$ cat src/rtl/ann_pkg.sv
// Shared definitions for the neuron compute path: network topology,
// weight-RAM layout helpers, default datapath widths and the MAC engine
// state encoding.
package ann_pkg;

   localparam int NUM_LAYERS = 4;
   localparam int L1_SIZE    = 30;
   localparam int L2_SIZE    = 30;
   localparam int L3_SIZE    = 10;
   localparam int L4_SIZE    = 10;

   localparam int DEF_DATA_W = 16;
   localparam int DEF_FRAC_W = 8;
   localparam int DEF_ACC_W  = 40;

   typedef enum logic [2:0] {
      ST_IDLE,
      ST_LOAD,
      ST_FETCH,
      ST_BIAS,
      ST_DRAIN,
      ST_RESULT
   } mac_state_e;

   // Number of inputs feeding each neuron of a layer.
   function automatic int fanin(input int layer, input int in_size);
      case (layer)
         1:       return in_size;
         2:       return L1_SIZE;
         3:       return L2_SIZE;
         4:       return L3_SIZE;
         default: return 0;
      endcase
   endfunction

   function automatic int layer_size(input int layer);
      case (layer)
         1:       return L1_SIZE;
         2:       return L2_SIZE;
         3:       return L3_SIZE;
         4:       return L4_SIZE;
         default: return 0;
      endcase
   endfunction

   // First weight word of a layer; every neuron stores its fan-in weights
   // followed by one bias word.
   function automatic int weight_base(input int layer, input int in_size);
      int base;
      base = 0;
      for (int l = 1; l < NUM_LAYERS; l++) begin
         if (l < layer) base += layer_size(l) * (fanin(l, in_size) + 1);
      end
      return base;
   endfunction

endpackage

$ cat src/rtl/neuron_activate.sv
// Output stage of a neuron: Q16.16 accumulator -> Q8.8 result.
// Arithmetic shift right by FRAC_W (rounds toward -inf), ReLU on hidden
// layers, then saturation to the signed DATA_W range.
//   acc             in   signed accumulator including bias
//   is_output_layer in   1 = linear output, 0 = apply ReLU
//   res             out  saturated Q8.8 result
module neuron_activate
   import ann_pkg::*;
#(
   parameter int DATA_W = DEF_DATA_W,
   parameter int FRAC_W = DEF_FRAC_W,
   parameter int ACC_W  = DEF_ACC_W
) (
   input  logic signed [ACC_W-1:0]  acc,
   input  logic                     is_output_layer,
   output logic        [DATA_W-1:0] res
);

   logic signed [ACC_W-1:0] shifted;

   always_comb begin
      shifted = acc >>> FRAC_W;
      res     = shifted[DATA_W-1:0];
      if (!is_output_layer && shifted[ACC_W-1]) begin
         res = '0;
      end else if (shifted[ACC_W-1:DATA_W-1] !=
                   {(ACC_W-DATA_W+1){shifted[ACC_W-1]}}) begin
         // Upper bits are not a pure sign extension: value is out of range.
         res = shifted[ACC_W-1] ? {1'b1, {(DATA_W-1){1'b0}}}
                                : {1'b0, {(DATA_W-1){1'b1}}};
      end
   end

endmodule

$ cat src/rtl/neuron_mac_engine.sv
// Neuron MAC engine: takes one (layer, neuron) command, streams the
// neuron's weights and the previous layer's activations from external
// RAMs (1-cycle read latency), accumulates the dot product plus bias and
// emits one activated Q8.8 result.
//   ACLK, ARESETN                clock, synchronous active-low reset
//   cmd_valid/ready/layer/neuron command handshake (1-based indices)
//   w_rd_en, w_addr, w_data      weight RAM read port
//   a_rd_en, a_layer, a_index,   activation RAM read port
//   a_data
//   res_valid/layer/neuron/data  result pulse, fields held until next result
//   err                          pulse for a rejected command
//
// state  | meaning
// IDLE   | waiting for a command, cmd_ready high
// LOAD   | clear accumulator, compute neuron base address
// FETCH  | one weight + one activation read per cycle, k = 0..F-1
// BIAS   | bias word read, last product returning
// DRAIN  | bias returning, result registered
// RESULT | res_valid pulse
module neuron_mac_engine
   import ann_pkg::*;
#(
   parameter int IN_SIZE  = 30,
   parameter int DATA_W   = DEF_DATA_W,
   parameter int FRAC_W   = DEF_FRAC_W,
   parameter int ACC_W    = DEF_ACC_W,
   parameter int W_ADDR_W = 12
) (
   input  logic                ACLK,
   input  logic                ARESETN,
   input  logic                cmd_valid,
   output logic                cmd_ready,
   input  logic [31:0]         cmd_layer,
   input  logic [31:0]         cmd_neuron,
   output logic                w_rd_en,
   output logic [W_ADDR_W-1:0] w_addr,
   input  logic [DATA_W-1:0]   w_data,
   output logic                a_rd_en,
   output logic [2:0]          a_layer,
   output logic [4:0]          a_index,
   input  logic [DATA_W-1:0]   a_data,
   output logic                res_valid,
   output logic [2:0]          res_layer,
   output logic [4:0]          res_neuron,
   output logic [DATA_W-1:0]   res_data,
   output logic                err
);

   mac_state_e              state;
   logic [2:0]              lay_q;
   logic [4:0]              neu_q;
   logic [5:0]              k_q;
   logic                    pair_vld;
   logic signed [ACC_W-1:0] acc_q;

   logic                    cmd_ok;
   logic [5:0]              fan_last;
   logic [W_ADDR_W-1:0]     base_addr;
   logic signed [2*DATA_W-1:0] prod;
   logic signed [ACC_W-1:0] prod_ext;
   logic signed [ACC_W-1:0] bias_ext;
   logic signed [ACC_W-1:0] acc_fin;
   logic [DATA_W-1:0]       act_res;

   assign cmd_ready = (state == ST_IDLE);

   assign cmd_ok = (cmd_layer >= 32'd1) && (cmd_layer <= 32'(NUM_LAYERS)) &&
                   (cmd_neuron != 32'd0) &&
                   (cmd_neuron <= 32'(layer_size(int'(cmd_layer[2:0]))));

   assign fan_last  = 6'(fanin(int'(lay_q), IN_SIZE) - 1);
   assign base_addr = W_ADDR_W'(weight_base(int'(lay_q), IN_SIZE) +
                      (int'(neu_q) - 1) * (fanin(int'(lay_q), IN_SIZE) + 1));

   assign prod     = $signed(w_data) * $signed(a_data);
   assign prod_ext = {{(ACC_W-2*DATA_W){prod[2*DATA_W-1]}}, prod};
   // Bias is Q8.8; align it with the Q16.16 products.
   assign bias_ext = {{(ACC_W-DATA_W-FRAC_W){w_data[DATA_W-1]}}, w_data,
                      {FRAC_W{1'b0}}};
   assign acc_fin  = acc_q + bias_ext;

   neuron_activate #(
      .DATA_W (DATA_W),
      .FRAC_W (FRAC_W),
      .ACC_W  (ACC_W)
   ) u_activate (
      .acc             (acc_fin),
      .is_output_layer (lay_q == 3'(NUM_LAYERS)),
      .res             (act_res)
   );

   always_ff @(posedge ACLK) begin
      if (!ARESETN) begin
         state      <= ST_IDLE;
         lay_q      <= '0;
         neu_q      <= '0;
         k_q        <= '0;
         pair_vld   <= 1'b0;
         acc_q      <= '0;
         w_rd_en    <= 1'b0;
         w_addr     <= '0;
         a_rd_en    <= 1'b0;
         a_layer    <= '0;
         a_index    <= '0;
         res_valid  <= 1'b0;
         res_layer  <= '0;
         res_neuron <= '0;
         res_data   <= '0;
         err        <= 1'b0;
      end else begin
         err       <= 1'b0;
         res_valid <= 1'b0;
         // Activation strobes only occur together with weight strobes, so a
         // delayed a_rd_en marks a returning product pair.
         pair_vld  <= a_rd_en;
         if (pair_vld) acc_q <= acc_q + prod_ext;

         case (state)
            ST_IDLE: begin
               if (cmd_valid) begin
                  if (cmd_ok) begin
                     lay_q   <= cmd_layer[2:0];
                     neu_q   <= cmd_neuron[4:0];
                     a_layer <= cmd_layer[2:0] - 3'd1;
                     state   <= ST_LOAD;
                  end else begin
                     err <= 1'b1;
                  end
               end
            end
            ST_LOAD: begin
               acc_q   <= '0;
               w_addr  <= base_addr;
               w_rd_en <= 1'b1;
               a_rd_en <= 1'b1;
               a_index <= '0;
               k_q     <= '0;
               state   <= ST_FETCH;
            end
            ST_FETCH: begin
               w_addr <= w_addr + W_ADDR_W'(1);
               if (k_q == fan_last) begin
                  a_rd_en <= 1'b0;
                  state   <= ST_BIAS;
               end else begin
                  k_q     <= k_q + 6'd1;
                  a_index <= a_index + 5'd1;
               end
            end
            ST_BIAS: begin
               w_rd_en <= 1'b0;
               state   <= ST_DRAIN;
            end
            ST_DRAIN: begin
               res_valid  <= 1'b1;
               res_data   <= act_res;
               res_layer  <= lay_q;
               res_neuron <= neu_q;
               state      <= ST_RESULT;
            end
            ST_RESULT: begin
               state <= ST_IDLE;
            end
            default: state <= ST_IDLE;
         endcase
      end
   end

endmodule

$ cat config.mk
export PLATFORM = sky130hd
export DESIGN_NAME = neuron_mac_engine
export DESIGN_NICKNAME = d
export VERILOG_FILES = /design/src/rtl/ann_pkg.sv /design/src/rtl/neuron_activate.sv /design/src/rtl/neuron_mac_engine.sv
export SDC_FILE = /design/constraint.sdc
export NUM_CORES = 1
export LEC_CHECK = 0
export CAP_MARGIN = 20
export CORE_ASPECT_RATIO = 0.75
export CORE_MARGIN = 3
export CORE_UTILIZATION = 45
export DETAILED_ROUTE_END_ITERATION = 12
export PLACE_DENSITY = 0.68
export RECOVER_POWER = 25
export SLEW_MARGIN = 20
export SYNTH_ARGS = -nofsm -noshare
export SYNTH_HDL_FRONTEND = slang
export SYNTH_HIERARCHICAL = 1
export SYNTH_SLANG_ARGS = --single-unit
$ cat constraint.sdc
create_clock -name ACLK -period 13 [get_ports ACLK]
set_clock_uncertainty 0.2 [all_clocks]
set_input_delay 3.9 -clock ACLK [delete_from_list [all_inputs] [get_ports ACLK]]
set_output_delay 3.9 -clock ACLK [all_outputs]
set_load 0.01 [all_outputs]
==> results of run 1 <==
final timing paths:
kind,cells after the start,to,start
worst max-delay path,24,acc_q[38],w_data[15]
worst min-delay path,2,res_layer[2],res_layer[2]
worst max register to register,20,acc_q[38],acc_q[15]
worst min register to register,2,res_layer[2],res_layer[2]
worst min-delay path: cells and delay by family (launching register included):
family           cells  cell delay [ps]
flip-flops           1              310
AO/OA/AOI/OAI        1               50
AND/OR/NAND/NOR      1               50
flip-flops by register name, indices dropped and copies added, names as in the netlist, 3 cells and up:
signal	flops
res_data	16
acc_q	40
w_addr	12
res_neuron	5
lay_q	3
res_layer	3
neu_q	5
k_q	6
a_index	5
a_layer	3
state	3
through the flow:
step | hold WS, ps | setup WS [ps] | utilization [%]
after floorplan | 250.2 | 2523 | -
after global placement | 247.1 | 1487 | 50.90
after detailed placement | 248.7 | 1332 | 50.90
after CTS | 258.2 | 1707 | 51.63
after global routing | 278.0 | 1197 | 51.65
final | 251.9 | 1725 | 51.65
cell usage after synthesis (6+ instances only):
cell type,count
mux2i_1,35
nand2_1,222
o21ai_1,8
a21oi_1,107
a2bb2oi_2,10
xnor2_1,58
o21ai_0,30
nor2_1,131
a2bb2oi_1,6
fa_1,351
a211o_1,8
inv_1,448
nand4_1,12
o21a_1,9
a21o_1,27
a31oi_1,8
nor3_1,27
a211oi_1,14
and2_1,127
ha_1,187
or3_1,9
xor2_1,28
and3_1,15
dfxtp_1,106
nand3_1,32
nand2b_1,16
clkbuf_1,65
nor2b_1,7
o21bai_1,11
nor4_1,17
layer usage:
| layer | wire length (um) | GRT usage, % |
|---|---|---|
| met3 | 2293 | 2.880 |
| met2 | 22690 | 35.81 |
| met4 | 611 | 3.567 |
| met1 | 23230 | 32.40 |
| met5 | 0 | 0 |
cells by family after synthesis:
logic type	count (synthesis)	synth area share [%]
DFF	106	10.77
buffers and inverters	523	10.08
adders and majority gates	538	47.53
xor gates and xnor gates	86	3.822
and+or+nand+nor	641	15.77
AOI/OAI and AO/OA	289	10.25
muxes	35	1.778
cell type report:
type,count,area share (%)
Clock buffer,10,1.040
Multi-Input combinational cell,1589,70.97
Sequential cell,106,9.646
Clock inverter,5,0.3581
Tap cell,569,3.234
Inverter,451,7.696
Timing Repair Buffer,158,7.060
==> qor.yml, run 1 <==
detailed_routing:
  via_per_inst: 5.235
  drc: 0
  wl_per_cell_um: 16.90
  drt_wl_total_um: 48820
  drtIter0Drc: 804
  antenna_left: 0
  via_count: 15120
  dr.pass1.iters: 4
placement:
  dpl_cell_area_um2: 21690
  dp.cells: 2873
  gp_congestion: 0.9135
  place_hpwl_um: 41260
  io_buffers: 147
cells_and_area:
  finalNonFillerCells: 2888
  finalNetCount: 2952
  mostFrequentLayoutCells: "inv_1 (449), fa_1 (351), nand2_1 (222)"
  drive_gt1_share_pct: 2.846
  design_area_um2: 22010
  syn_to_final_growth_pct: 11.70
  fill_cells: 4004
  multi_input_area_um2: 15620
  diodes: 0
  final_common_cell: "inv_1"
  final-seq-area_um2: 2123
synthesis:
  syn_area_um2: 19710
  ys_warn_count: 6
  synth_top_area_share_pct: 35.66
  yosysUniqueCellTypes: 84
  synth-edff-count: 0
  syn-num-nets: 2855
  ys_seq_area_share_pct: 10.77
  syn_inst: 2218
  async_reset_ff_share_pct: 0
  synth-seq-cells: 106
  ys.flop_type: "dfxtp_1"
  yosysTopAreaCell: "fa_1"
  yosys-top-cells-area: "fa_1 (36%), ha_1 (12%), dfxtp_1 (11%)"
  avgSynthCellArea_um2: 8.885
critical_path:
  path_buf_inv: 6
  path_cells: "clkdlybuf4s50_1 > buf_4 > and2_1 > fa_1 > inv_1 > fa_1 > fa_1 > inv_1 > fa_1 > fa_1 > inv_1 > fa_1 > inv_1 > ha_1 > a211o_1 > o22ai_1 > a211o_1 > nand3_1 > a21oi_1 > o21ai_2 > a2111oi_0 > o21bai_1 > xnor2_1 > a211oi_1"
  regToRegSetupSlack_ps: 7090
  worstPathMaxFanout: 20
  max_stage_delay_ps: 940
  cp_data_required_time_ps: 13080
  critical_path_class: "input pin to flip-flop"
  worst_path_max_delay_cell: "clkdlybuf4s50_1"
  cp-end-kind: "flip-flop"
  cp.arrival_ps: 11350
  critical_path.top_delay_family: "adder cells"
  worst_setup_path_start_kind: "input pin"
  cpMostUsedCell: "fa_1"
timing:
  tightest_slew_ps: 1640
  final_max_slew_viol_count: 56
  setup_tns_ps: 0
  final-hold-violation-count: 0
  period_share_pct: 86.73
  timing.fmax_mhz: 88.69
  max-slew-margin-rel_pct: -9.462
  period_needed_ps: 11270
  rsz0062_at_grt: "no"
  finalSetupViolCount: 0
status:
  run_status: "finished with violations"
  violations: "max-capacitance violations, max-slew violations"
floorplan:
  die_w_um: 247.6
  coreArea_um2: 42620
  start_util_pct: 46.24
  boundaryPins: 148
  dieArea_um2: 46370
  die_h_um: 187.2
  rows: 65
clocking:
  post_cts_buffers: 0
  clk_latency_ps: 360
  clkSinkCount: 106
  numCtsBuffers: 9
  ctsResizeCount: 0
  hold_buffers: 0
  clk_pin_slew_ps: 70
  clock_path_buffers: 2
  htreeDepth: 3
  cts-root-buf: "clkbuf_16"
  cts_tree: "built"
global_routing:
  grt_pass1_wl_um: 82750
  grt_pass1_vias: 16130
  antenna_found_initial: 1
  track_usage_pct: 22.16
  grt_overflow_total: 0
  grt_max_degree: 56
min_path:
  min_path_type: "flip-flop to flip-flop"
flow_run:
  maxCapViolCount: 1
Power of run 1 is left out: the tool's default activity adds up to more than one toggle a clock period on the data nets, which glitch-free logic cannot reach.
==> run 2: changes to the inputs <==
--- a/config.mk
+++ b/config.mk
@@ -6,4 +6,5 @@
 export NUM_CORES = 1
 export LEC_CHECK = 0
+export ABC_AREA = 1
 export CAP_MARGIN = 20
 export CORE_ASPECT_RATIO = 0.75
==> constraint.sdc (replaced) <==
create_clock -name ACLK -period 13.65 [get_ports ACLK]
set_clock_uncertainty 0.2 [all_clocks]
set_input_delay 4.095 -clock ACLK [delete_from_list [all_inputs] [get_ports ACLK]]
set_output_delay 4.095 -clock ACLK [all_outputs]
set_load 0.1 [all_outputs]
==> run 2 against run 1 <==
  * Non-clock buffer count is 10 higher
  * First-iteration DRC count is 76% higher
  * The run still ends with max-capacitance violations, max-slew violations left
  * Critical endpoint is now acc_q[35]
  * Worst setup slack better by 960 ps
  * Utilization down 0.82 points
  * Synthesized cell count grew 41%
  * Clock-buffer cell count down 1
  * Critical path type unchanged
  * Highest routed layer unchanged
  * Largest cell class unchanged
==> qor.yml, run 2 <==
status:
  run_status: "finished with violations"
  violations: "max-capacitance violations, max-slew violations"
clocking:
  cts-root-buf: "clkbuf_16"
  clk_pin_slew_ps: 80  # about the same
  numCtsBuffers: 9  # unchanged
  clock_path_buffers: 2  # unchanged
  ctsResizeCount: 0  # unchanged
  cts_tree: "built"
  htreeDepth: 3  # unchanged
  hold_buffers: 0  # unchanged
  post_cts_buffers: 0  # unchanged
  clkSinkCount: 106  # unchanged
  clk_latency_ps: 370  # about the same
floorplan:
  boundaryPins: 148  # unchanged
  start_util_pct: 45.98  # -0.26 points
  die_h_um: 197.4  # +5.5%
  die_w_um: 261.3  # +5.5%
  coreArea_um2: 47830  # +12%
  rows: 69  # +6.2%
  dieArea_um2: 51580  # +11%
detailed_routing:
  dr.pass1.iters: 5  # +1
  via_per_inst: 4.893  # -6.5%
  via_count: 18860  # +25%
  antenna_left: 0  # unchanged
  drtIter0Drc: 1414  # +76%
  drt_wl_total_um: 60590  # +24%
  drc: 0  # unchanged
  wl_per_cell_um: 15.72  # -7.0%
global_routing:
  grt_max_degree: 58  # +3.6%
  grt_pass1_vias: 18780  # +16%
  track_usage_pct: 24.68  # +2.5 points
  grt_pass1_wl_um: 100800  # +22%
  antenna_found_initial: 3  # +2
  grt_overflow_total: 0  # unchanged
timing:
  period_needed_ps: 10960
  final-hold-violation-count: 0  # unchanged
  timing.fmax_mhz: 91.20
  finalSetupViolCount: 0  # unchanged
  tightest_slew_ps: 2050  # +409.7 ps
  final_max_slew_viol_count: 85  # +52%
  max-slew-margin-rel_pct: -36.66  # -27 points
  rsz0062_at_grt: "no"
  period_share_pct: 80.33
  setup_tns_ps: 0  # unchanged
cells_and_area:
  largest-register: "acc_q"
  largest_register_ffs: 40  # unchanged
  layout_top_registers: "acc_q: 40 flops, res_data: 16 flops, w_addr: 12 flops"
  finalNetCount: 3844  # +30%
  multi_input_area_um2: 16400  # +5.0%
  syn_to_final_growth_pct: 10.55
  fill_cells: 4816  # +20%
  drive_gt1_share_pct: 2.428  # -0.42 points
  final_util_pct: 50.83  # -0.82 points
  mostFrequentLayoutCells: "inv_1 (807), nand2_1 (729), fa_1 (350)"
  final-seq-area_um2: 2123  # unchanged
  final_common_cell: "inv_1"
synthesis:
  yosys-top-cells-area: "fa_1 (32%), inv_1 (14%), nand2_1 (12%)"
  yosys.area_share.simple_pct: 22.78  # +7.0 points
  yosysUniqueCellTypes: 47  # -44%
  synthMuxAreaShare_pct: 0  # -1.8 points
  synth-seq-cells: 106  # unchanged
  syn_area_um2: 21990  # +12%
  syn-num-nets: 3762  # +32%
  synth_xor_area_share_pct: 2.190  # -1.6 points
  async_reset_ff_share_pct: 0  # unchanged
  syn_inst: 3125  # +41%
  synth-edff-count: 0  # unchanged
  synth_fa_ha_area_share_pct: 42.59  # -4.9 points
  ys_warn_count: 6  # unchanged
  synth_common_cells: "inv_1 (807), nand2_1 (730), fa_1 (351)"
  synth_top_family_by_area: "adder cells"
  ys.flop_type: "dfxtp_1"
  ys_seq_area_share_pct: 9.650  # -1.1 points
  yosysTopAreaCell: "fa_1"
  synth_top_area_share_pct: 31.95  # -3.7 points
  avgSynthCellArea_um2: 7.037  # -21%
  synth-compound-area-share_pct: 6.998  # -3.2 points
  yosysMostFrequentCell: "inv_1"
critical_path:
  worst_setup_path_start_kind: "input pin"
  critical_path_class: "input pin to flip-flop"
  cp_data_required_time_ps: 13730  # +650 ps
  cp-end-kind: "flip-flop"
  worstPathMaxFanout: 13  # -35%
  cp.arrival_ps: 11050  # -300 ps
flow_run:
  maxCapViolCount: 2  # +1
placement:
  place_hpwl_um: 52070  # +26%
  io_buffers: 147  # unchanged
  gp_congestion: 1.029  # +13%
min_path:
  min_path_type: "flip-flop to flip-flop"
[run 2: area by class of cell]
| cell class | instances | share of cell area [%] |
|---|---|---|
| clock buffers | 9 | 0.9264 |
| repair buffers | 168 | 6.670 |
| inverters | 816 | 12.61 |
| well taps | 639 | 3.289 |
| multi-input cells | 2106 | 67.46 |
| flip-flops and latches | 106 | 8.733 |
| clock inverters | 7 | 0.2676 |
| diodes | 4 | 0.04117 |
[run 2: critical path, stage by stage]
cell and delay [ps]:
clkdlybuf4s50_1 780, nand2_1 310, inv_1 110, fa_1 750, inv_1 110, fa_1 720
inv_1 100, fa_1 510, inv_1 70, fa_1 790, fa_1 500, fa_1 550
inv_1 40, ha_1 390, nand2_1 130, nor2_1 250, nand2_1 150, nor3_1 150
nand2_1 180, nand3_1 130, nand3_1 80, nand2_1 80, inv_1 40
[run 2: logic make-up (layout without fill, tap and decap cells)]
group / Yosys count / in the layout
AND/OR/NAND/NOR: 1237 / 1237
other: 0 / 4
flip-flops: 106 / 106
XOR/XNOR: 55 / 55
AO/OA/AOI/OAI: 276 / 276
buffers and inverters: 913 / 1000
adder cells (fa/ha/maj): 538 / 538
[run 2: per-layer routing]
layer | track usage (%) | wire [um] | up-vias
met5 | 0 | 0 | -
met4 | 3.098 | 655 | 0
met3 | 4.075 | 4513 | 32
met2 | 37.14 | 25320 | 483
met1 | 38.15 | 30100 | 8984
li1 | - | - | 9364
[run 2: through the flow]
| stage | instances | hold WS [ps] | area, um^2 | setup WS [ps] |
|---|---|---|---|---|
| floorplan | 3125 | 245.2 | 21990 | 3454 |
| global placement | 3835 | 257.3 | 24020 | 2389 |
| detailed placement | 3835 | 261.4 | 24020 | 2259 |
| CTS | 3851 | 273.5 | 24310 | 2650 |
| global route | 3853 | 305.1 | 24310 | 2198 |
| finish | 3855 | 274.8 | 24310 | 2685 |
[run 2: worst paths after layout]
path              start   endpoint  slack (ps)  cells past startpoint
min reg2reg    acc_q[0]   acc_q[0]         270                      2
max          w_data[15]  acc_q[35]        2690                     23
max reg2reg    neu_q[0]  w_addr[9]        8220                     21
min            acc_q[0]   acc_q[0]         270                      2
Power of run 2 is left out for the same reason.
